<file path="src/rtl/text_pkg.sv">
// Shared constants, character codes, FSM state type and address helpers
// for the character-cell text screen.
package text_pkg;

  localparam int CELL_SHIFT = 4;
  localparam int COLS       = 30;
  localparam int ROWS       = 17;
  localparam int ADDR_W     = 9;

  localparam logic [7:0] CH_SPACE  = 8'h20;
  localparam logic [7:0] CH_NL     = 8'h0A;
  localparam logic [7:0] CH_BS     = 8'h08;
  localparam logic [7:0] CH_CURSOR = 8'h5F;

  // Address of the bottom-right cell; the clear walk stops here.
  localparam logic [ADDR_W-1:0] LAST_CELL = ADDR_W'(COLS * ROWS - 1);

  typedef enum logic [1:0] {
    IDLE,
    CLEAR,
    HOLD
  } state_t;

  // row*30 + col without a multiplier. Modulo-512 arithmetic is exact here
  // because the true result never exceeds 509.
  function automatic logic [ADDR_W-1:0] cell_addr(input logic [4:0] row,
                                                  input logic [4:0] col);
    logic [ADDR_W-1:0] r;
    r = {4'b0, row};
    return (r << 5) - (r << 1) + {4'b0, col};
  endfunction

  // Next text row; the screen wraps to the top instead of scrolling.
  function automatic logic [4:0] next_row(input logic [4:0] row);
    return (row == 5'(ROWS - 1)) ? 5'd0 : row + 5'd1;
  endfunction

endpackage

</file>
<file path="src/rtl/text_buf_ram.sv">
// 512x8 simple dual-port text buffer: one write port, one registered
// read-first read port.
import text_pkg::*;

module text_buf_ram (
  input  logic              clk,
  input  logic              we,
  input  logic [ADDR_W-1:0] waddr,
  input  logic [7:0]        wdata,
  input  logic [ADDR_W-1:0] raddr,
  output logic [7:0]        rdata
);

  logic [7:0] mem [0:(1 << ADDR_W) - 1];

  // Write and read share the edge; a same-address read sees the old byte.
  // NOTE: the array has no reset so it maps onto block RAM; the controller
  // re-clears it after every reset instead.
  always_ff @(posedge clk) begin
    if (we) mem[waddr] <= wdata;
    rdata <= mem[raddr];
  end

endmodule

</file>
<file path="src/rtl/text_screen_ctrl.sv">
// Text screen scheduler: owns the 30x17 character buffer, applies cursor
// moves for incoming characters, clears the screen, and supplies CharDraw
// with cell origin and character code one cycle after each scan pixel.
import text_pkg::*;

module text_screen_ctrl #(
  parameter int          H_RES     = 480,
  parameter int          V_RES     = 272,
  parameter logic [23:0] BLINK_DIV = 24'd12_000_000
) (
  input  logic       clk,
  input  logic       rstb,
  input  logic [9:0] x,
  input  logic [8:0] y,
  input  logic       char_valid,
  input  logic [7:0] char_in,
  output logic       char_ready,
  input  logic       cmd_clear,
  output logic [9:0] box_x,
  output logic [8:0] box_y,
  output logic [7:0] char_out,
  output logic [4:0] cur_col,
  output logic [4:0] cur_row,
  output logic       busy
);

  localparam logic [9:0] H_LIM = 10'(H_RES);
  localparam logic [8:0] V_LIM = 9'(V_RES);

  state_t            state;
  logic [ADDR_W-1:0] clr_addr;
  logic [23:0]       blink_cnt;
  logic              blink_phase;

  logic              accept;
  logic [4:0]        nxt_col;
  logic [4:0]        nxt_row;
  logic              we;
  logic              we_gated;
  logic [ADDR_W-1:0] waddr;
  logic [7:0]        wdata;

  logic [5:0]        rd_col;
  logic [4:0]        rd_row;
  logic              in_frame;
  logic              cursor_here;
  logic [ADDR_W-1:0] raddr;
  logic [7:0]        rdata;
  logic              valid_q;
  logic              hit_q;

  // A clear request wins over a character offered in the same cycle.
  assign char_ready = (state == IDLE) && !cmd_clear;
  assign busy       = (state == CLEAR);
  assign accept     = char_valid && char_ready;

  // Next cursor position and buffer write for the current cycle.
  // NOTE: every output gets a default first so no path leaves one unassigned
  // and no latch is inferred.
  always_comb begin
    nxt_col = cur_col;
    nxt_row = cur_row;
    we      = 1'b0;
    waddr   = cell_addr(cur_row, cur_col);
    wdata   = CH_SPACE;
    if (state == CLEAR) begin
      we    = 1'b1;
      waddr = clr_addr;
    end else if (accept) begin
      case (char_in)
        CH_NL: begin
          nxt_col = 5'd0;
          nxt_row = next_row(cur_row);
        end
        CH_BS: begin
          if (cur_col != 5'd0) begin
            nxt_col = cur_col - 5'd1;
          end else if (cur_row != 5'd0) begin
            nxt_col = 5'(COLS - 1);
            nxt_row = cur_row - 5'd1;
          end
          // Home position: the cursor stays and nothing is erased.
          we    = (cur_col != 5'd0) || (cur_row != 5'd0);
          waddr = cell_addr(nxt_row, nxt_col);
        end
        default: begin
          we    = 1'b1;
          wdata = char_in;
          if (cur_col == 5'(COLS - 1)) begin
            nxt_col = 5'd0;
            nxt_row = next_row(cur_row);
          end else begin
            nxt_col = cur_col + 5'd1;
          end
        end
      endcase
    end
  end

  // Reset held low must not leave stray writes in the buffer.
  assign we_gated = we && rstb;

  // Control FSM: clear walk, cursor update on accepted characters.
  // NOTE: state registers use non-blocking assignments so every register
  // samples the pre-edge values, independent of statement order.
  always_ff @(posedge clk or negedge rstb) begin
    if (!rstb) begin
      state    <= CLEAR;
      clr_addr <= '0;
      cur_col  <= 5'd0;
      cur_row  <= 5'd0;
    end else if (cmd_clear) begin
      state    <= CLEAR;
      clr_addr <= '0;
    end else begin
      case (state)
        IDLE: begin
          if (accept) begin
            cur_col <= nxt_col;
            cur_row <= nxt_row;
          end
        end
        CLEAR: begin
          if (clr_addr == LAST_CELL) begin
            state   <= IDLE;
            cur_col <= 5'd0;
            cur_row <= 5'd0;
          end else begin
            clr_addr <= clr_addr + 1'b1;
          end
        end
        default: state <= IDLE;
      endcase
    end
  end

  // Cursor blink: phase flips every BLINK_DIV clocks.
  always_ff @(posedge clk or negedge rstb) begin
    if (!rstb) begin
      blink_cnt   <= '0;
      blink_phase <= 1'b0;
    end else if (blink_cnt == BLINK_DIV - 24'd1) begin
      blink_cnt   <= '0;
      blink_phase <= ~blink_phase;
    end else begin
      blink_cnt <= blink_cnt + 24'd1;
    end
  end

  assign rd_col      = x[9:CELL_SHIFT];
  assign rd_row      = y[8:CELL_SHIFT];
  assign in_frame    = (x < H_LIM) && (y < V_LIM);
  assign cursor_here = (rd_col == {1'b0, cur_col}) && (rd_row == cur_row);
  assign raddr       = in_frame ? cell_addr(rd_row, rd_col[4:0]) : '0;

  // Scan pipeline stage, aligned with the RAM read register.
  always_ff @(posedge clk or negedge rstb) begin
    if (!rstb) begin
      box_x   <= '0;
      box_y   <= '0;
      valid_q <= 1'b0;
      hit_q   <= 1'b0;
    end else begin
      box_x   <= {x[9:CELL_SHIFT], {CELL_SHIFT{1'b0}}};
      box_y   <= {y[8:CELL_SHIFT], {CELL_SHIFT{1'b0}}};
      valid_q <= in_frame;
      hit_q   <= in_frame && blink_phase && cursor_here;
    end
  end

  // Off-screen pixels draw nothing; a blank cursor cell shows an underscore.
  assign char_out = !valid_q                       ? 8'h00     :
                    (hit_q && rdata == CH_SPACE)   ? CH_CURSOR : rdata;

  text_buf_ram u_buf (
    .clk   (clk),
    .we    (we_gated),
    .waddr (waddr),
    .wdata (wdata),
    .raddr (raddr),
    .rdata (rdata)
  );

endmodule

</file>
<file path="config.mk">
export PLATFORM = sky130hd
export DESIGN_NAME = text_screen_ctrl
export DESIGN_NICKNAME = d
export VERILOG_FILES = /design/src/rtl/text_pkg.sv /design/src/rtl/text_buf_ram.sv /design/src/rtl/text_screen_ctrl.sv
export SDC_FILE = /design/constraint.sdc
export NUM_CORES = 2
export LEC_CHECK = 0
export ABC_CLOCK_PERIOD_IN_PS = 21400
export BUFFER_PORTS_ARGS = -buffer_cell sky130_fd_sc_hd__clkbuf_2
export CAP_MARGIN = 20
export CORE_MARGIN = 2
export CORE_UTILIZATION = 34
export CTS_BUF_LIST = sky130_fd_sc_hd__clkbuf_8 sky130_fd_sc_hd__clkbuf_16
export DETAILED_ROUTE_END_ITERATION = 8
export PLACE_DENSITY = 0.44
export REMOVE_ABC_BUFFERS = 1
export SLEW_MARGIN = 25
export SYNTH_ARGS = -nofsm -noshare
export SYNTH_HDL_FRONTEND = slang
export SYNTH_SLANG_ARGS = --single-unit
export TNS_END_PERCENT = 100
</file>
<file path="constraint.sdc">
create_clock -name clk -period 21.4 [get_ports clk]
set_clock_uncertainty 0.1 [all_clocks]
set_input_delay 2.14 -clock clk [delete_from_list [all_inputs] [get_ports clk]]
set_output_delay 2.14 -clock clk [all_outputs]
set_load 0.01 [all_outputs]
</file>
==> flow_summary.yaml <==
cells_and_area:
  design_area_mm2: 0.191
  instances_no_fill: 18844
  synthToLayoutAreaGrowth_pct: 14.7
  nNetsFinal: 12021
  layout-drive-gt1-share_pct: 12.5
pwr:
  clockPowerShare_pct: 42.8
  p_sw_share_pct: 24.5
  powerDensity_mw_per_mm2: 92.6
  seq_power_share_pct: 50.0
  vdd_drop_max_uv: 75.3
  combPwrFrac_pct: 7.2
  power_mw: 17.7
  switchingPower_mw: 4.33
  leakage_nw: 66.8
  p_int_mw: 13.3
yosys:
  yosys.area_share.simple_pct: 9.98
  yosys.area.top_type_share_pct: 74.0
  ys_ff_latch: 4162
  async_flop_share_pct: 1.39
  yosys_warnings: 0
  yosys-top-cells-area: "edfxtp_1, nand2_1, o221ai_1"
  synth_cells: 11784
  ys_types: 100
  synth_xor_area_share_pct: 0.277
  synthAdderAreaFrac_pct: 0.188
  yosysSeqAreaShare_pct: 74.9
  synth-main-ff-cell: "edfxtp_1"
  synth_top_family_by_area: "compound AO/OA/AOI/OAI gates"
  synth_area_leader_cell: "edfxtp_1"
  synth_most_common_cell: "edfxtp_1"
  synth_edf_count: 4096
  synth-compound-area-share_pct: 10.0
  ys_top_cells_by_count: "edfxtp_1, nand2_1, nand3_1"
  synth_area_mm2: 0.166
  muxShareOfSynthArea_pct: 2.20
  avgSynthCellArea_um2: 14.1
cts:
  ctsHoldBuffers: 0
  cts_tree: "built"
  clockBufferDepth: 4
  cts_max_level: 5
  clkLatencyLatePin_ps: 1110
  clk_pin_slew_ps: 60
  cts_root_buf: "clkbuf_16"
  clock-sinks: 4162
  cts_buffers: 448
  cts_resized: 0
  cts_setup_buffers: 0
placement:
  placed_cells: 17963
  post_dp_cell_area_mm2: 0.176
  dp_slack_ps: 12200
  gp_congestion: 0.895
  io_buffers: 53
  hpwlAfterDp_um: 415000
floorplanning:
  ioPinCount: 70
  die_area_mm2: 0.495
  rows: 256
  start_util_pct: 34.2
  die_h_um: 703
  die_w_um: 703
  core_mm2: 0.487
worst_setup_path:
  ff2ff_path_depth: 17
  cp-end-kind: "register"
  cp.required_ps: 22310
  critical_path_class: "input pin to register"
  r2r_end: "u_buf.mem[480][7]"
  arrival_ps: 8950
  cp-start-kind: "input pin"
  crit_fanout: 44
  rr_startpoint: "cur_row[1]"
  reg2reg_slack_ps: 14010
detailed_routing:
  drt-pass1-iter-count: 7
  detail_route.drc_violations: 0
  wl_per_cell_um: 36.4
  via_per_inst: 5.95
  wl_um: 685000
  num_vias: 112097
  drt_first_iter_violations: 14871
  ant_nets: 0
global_route:
  grt_pass1_wl_um: 920000
  grt_overflow: 0
  grt_pass1_vias: 105686
  gr-usage-all-layers_pct: 26.9
  grt_max_degree: 175
  antenna_found_initial: 79
timing:
  rsz0062_at_grt: "false"
  fin_crit_ps: 8040
  drv_slew: 0
  final-setup-viol-count: 0
  final.setup.worst_slack_ps: 13360
  finalCritPeriodShare_pct: 37.6
  worst_pin_slew_ps: 1270
  fmaxAchievable_mhz: 124
  hold_viol: 0
  slew_headroom_pct: 15.0
  whs_ps: 370
worst_hold_path:
  hold_depth: 1
  min_from: "blink_cnt[6]"
  whs_endpoint: "blink_cnt[6]"
  hold_class: "register to register"
run_status:
  outcome: "completed"
job:
  cap_viol_max_count: 0
[worst max-delay path by stage]
stage,slack (ps),startpoint,depth (start not counted),end
2_1_floorplan,-20920,y[5],12,u_buf.rdata[7]
3_3_place_gp,12240,y[5],16,u_buf.rdata[4]
3_5_place_dp,12200,y[5],16,u_buf.rdata[4]
4_1_cts,13330,y[5],16,u_buf.rdata[4]
5_1_grt,13330,y[5],16,u_buf.rdata[4]
6_report,13360,y[5],16,u_buf.rdata[2]
[stage by stage]
step	utilization [%]	TNS, ps
finish	39.2	0
global route	39.2	0
CTS	39.1	0
detailed placement	36.3	0
global placement	36.2	0
floorplan	-	-165120
[cell families after synthesis]
logic type               count (synthesis)
flip-flops                            4162
multiplexers                           362
AO/OA/AOI/OAI                         2468
other                                    1
buffers and inverters                  917
XOR/XNOR                                51
AND/OR/NAND/NOR                       3798
adder cells (fa/ha/maj)                 25
[cell type report]
cell class,count,area (µm²)
antenna,55,138
multi-input combinational,6712,38800
sequential,4162,125000
inverter,27,109
clock inverter,360,2570
timing repair buffer,614,4950
fill,45334,296000
clock buffer,464,11500
tap,6450,8070
[layer usage]
layer	GRT usage, %	wire length, µm
met4	12.1	33000
met3	5.80	62400
met1	36.2	278000
met2	42.0	312000
met5	0	73
[registers in the layout, indices dropped and copies added, names as in the netlist]
signal       count
cur_row          5
blink_cnt       24
u_buf.mem     4096
u_buf.rdata      8
blink_phase      1
cur_col          5
state            1
box_y            5
box_x            6
clr_addr         9
valid_q          1
hit_q            1
[power groups by stage]
stage	Sequential [mW]	Combinational (mW)	Clock, mW
after global routing	8.83	1.29	7.95
after global placement	9.01	1.24	0
after CTS	8.84	1.25	7.65
after detailed placement	9.01	1.24	0
after floorplan	9.00	0.714	0
final	8.84	1.27	7.55
[placed cells by master, fill, tap and decap left out, drive strengths merged, types with 17 or more instances in the layout]
| cell | netlist | routed |
|---|---|---|
| o221ai | 510 | 510 |
| nand3 | 650 | 650 |
| nor2 | 547 | 547 |
| xnor2 | 29 | 29 |
| nand4 | 48 | 48 |
| o31ai | 25 | 25 |
| o21ai | 325 | 325 |
| buf | 460 | 563 |
| o22ai | 321 | 321 |
| nand2 | 1889 | 1889 |
| o21a | 17 | 17 |
| edfxtp | 4096 | 4096 |
| nor3 | 384 | 384 |
| a221oi | 17 | 17 |
| a211oi | 60 | 60 |
| or3 | 62 | 62 |
| dfrtp | 57 | 57 |
| a22oi | 17 | 17 |
| clkbuf | 430 | 515 |
| o32ai | 24 | 24 |
| o221a | 19 | 19 |
| a31oi | 156 | 156 |
| xor2 | 21 | 21 |
| mux2i | 328 | 328 |
| or2 | 27 | 27 |
| mux2 | 34 | 34 |
| and3 | 47 | 47 |
| ha | 25 | 25 |
| clkinv | 0 | 198 |
| bufinv | 0 | 30 |
| a21oi | 636 | 636 |
| nor4 | 73 | 73 |
| o2111ai | 20 | 20 |
| inv | 27 | 150 |
| o211ai | 72 | 72 |
| o311ai | 38 | 38 |
| diode | 0 | 55 |
| a311oi | 33 | 33 |
[critical path: stages]
cell and delay, ps:
clkbuf_2 210, o41a_1 450, buf_4 280, nor3_4 210, buf_4 380, buf_4 480
buf_4 560, buf_4 690, buf_4 620, buf_4 630, nand2_1 120, nand3_1 110
a31oi_1 80, o311ai_0 910, nand4_1 590, o311ai_1 270
(Power assumes the default switching activity.)
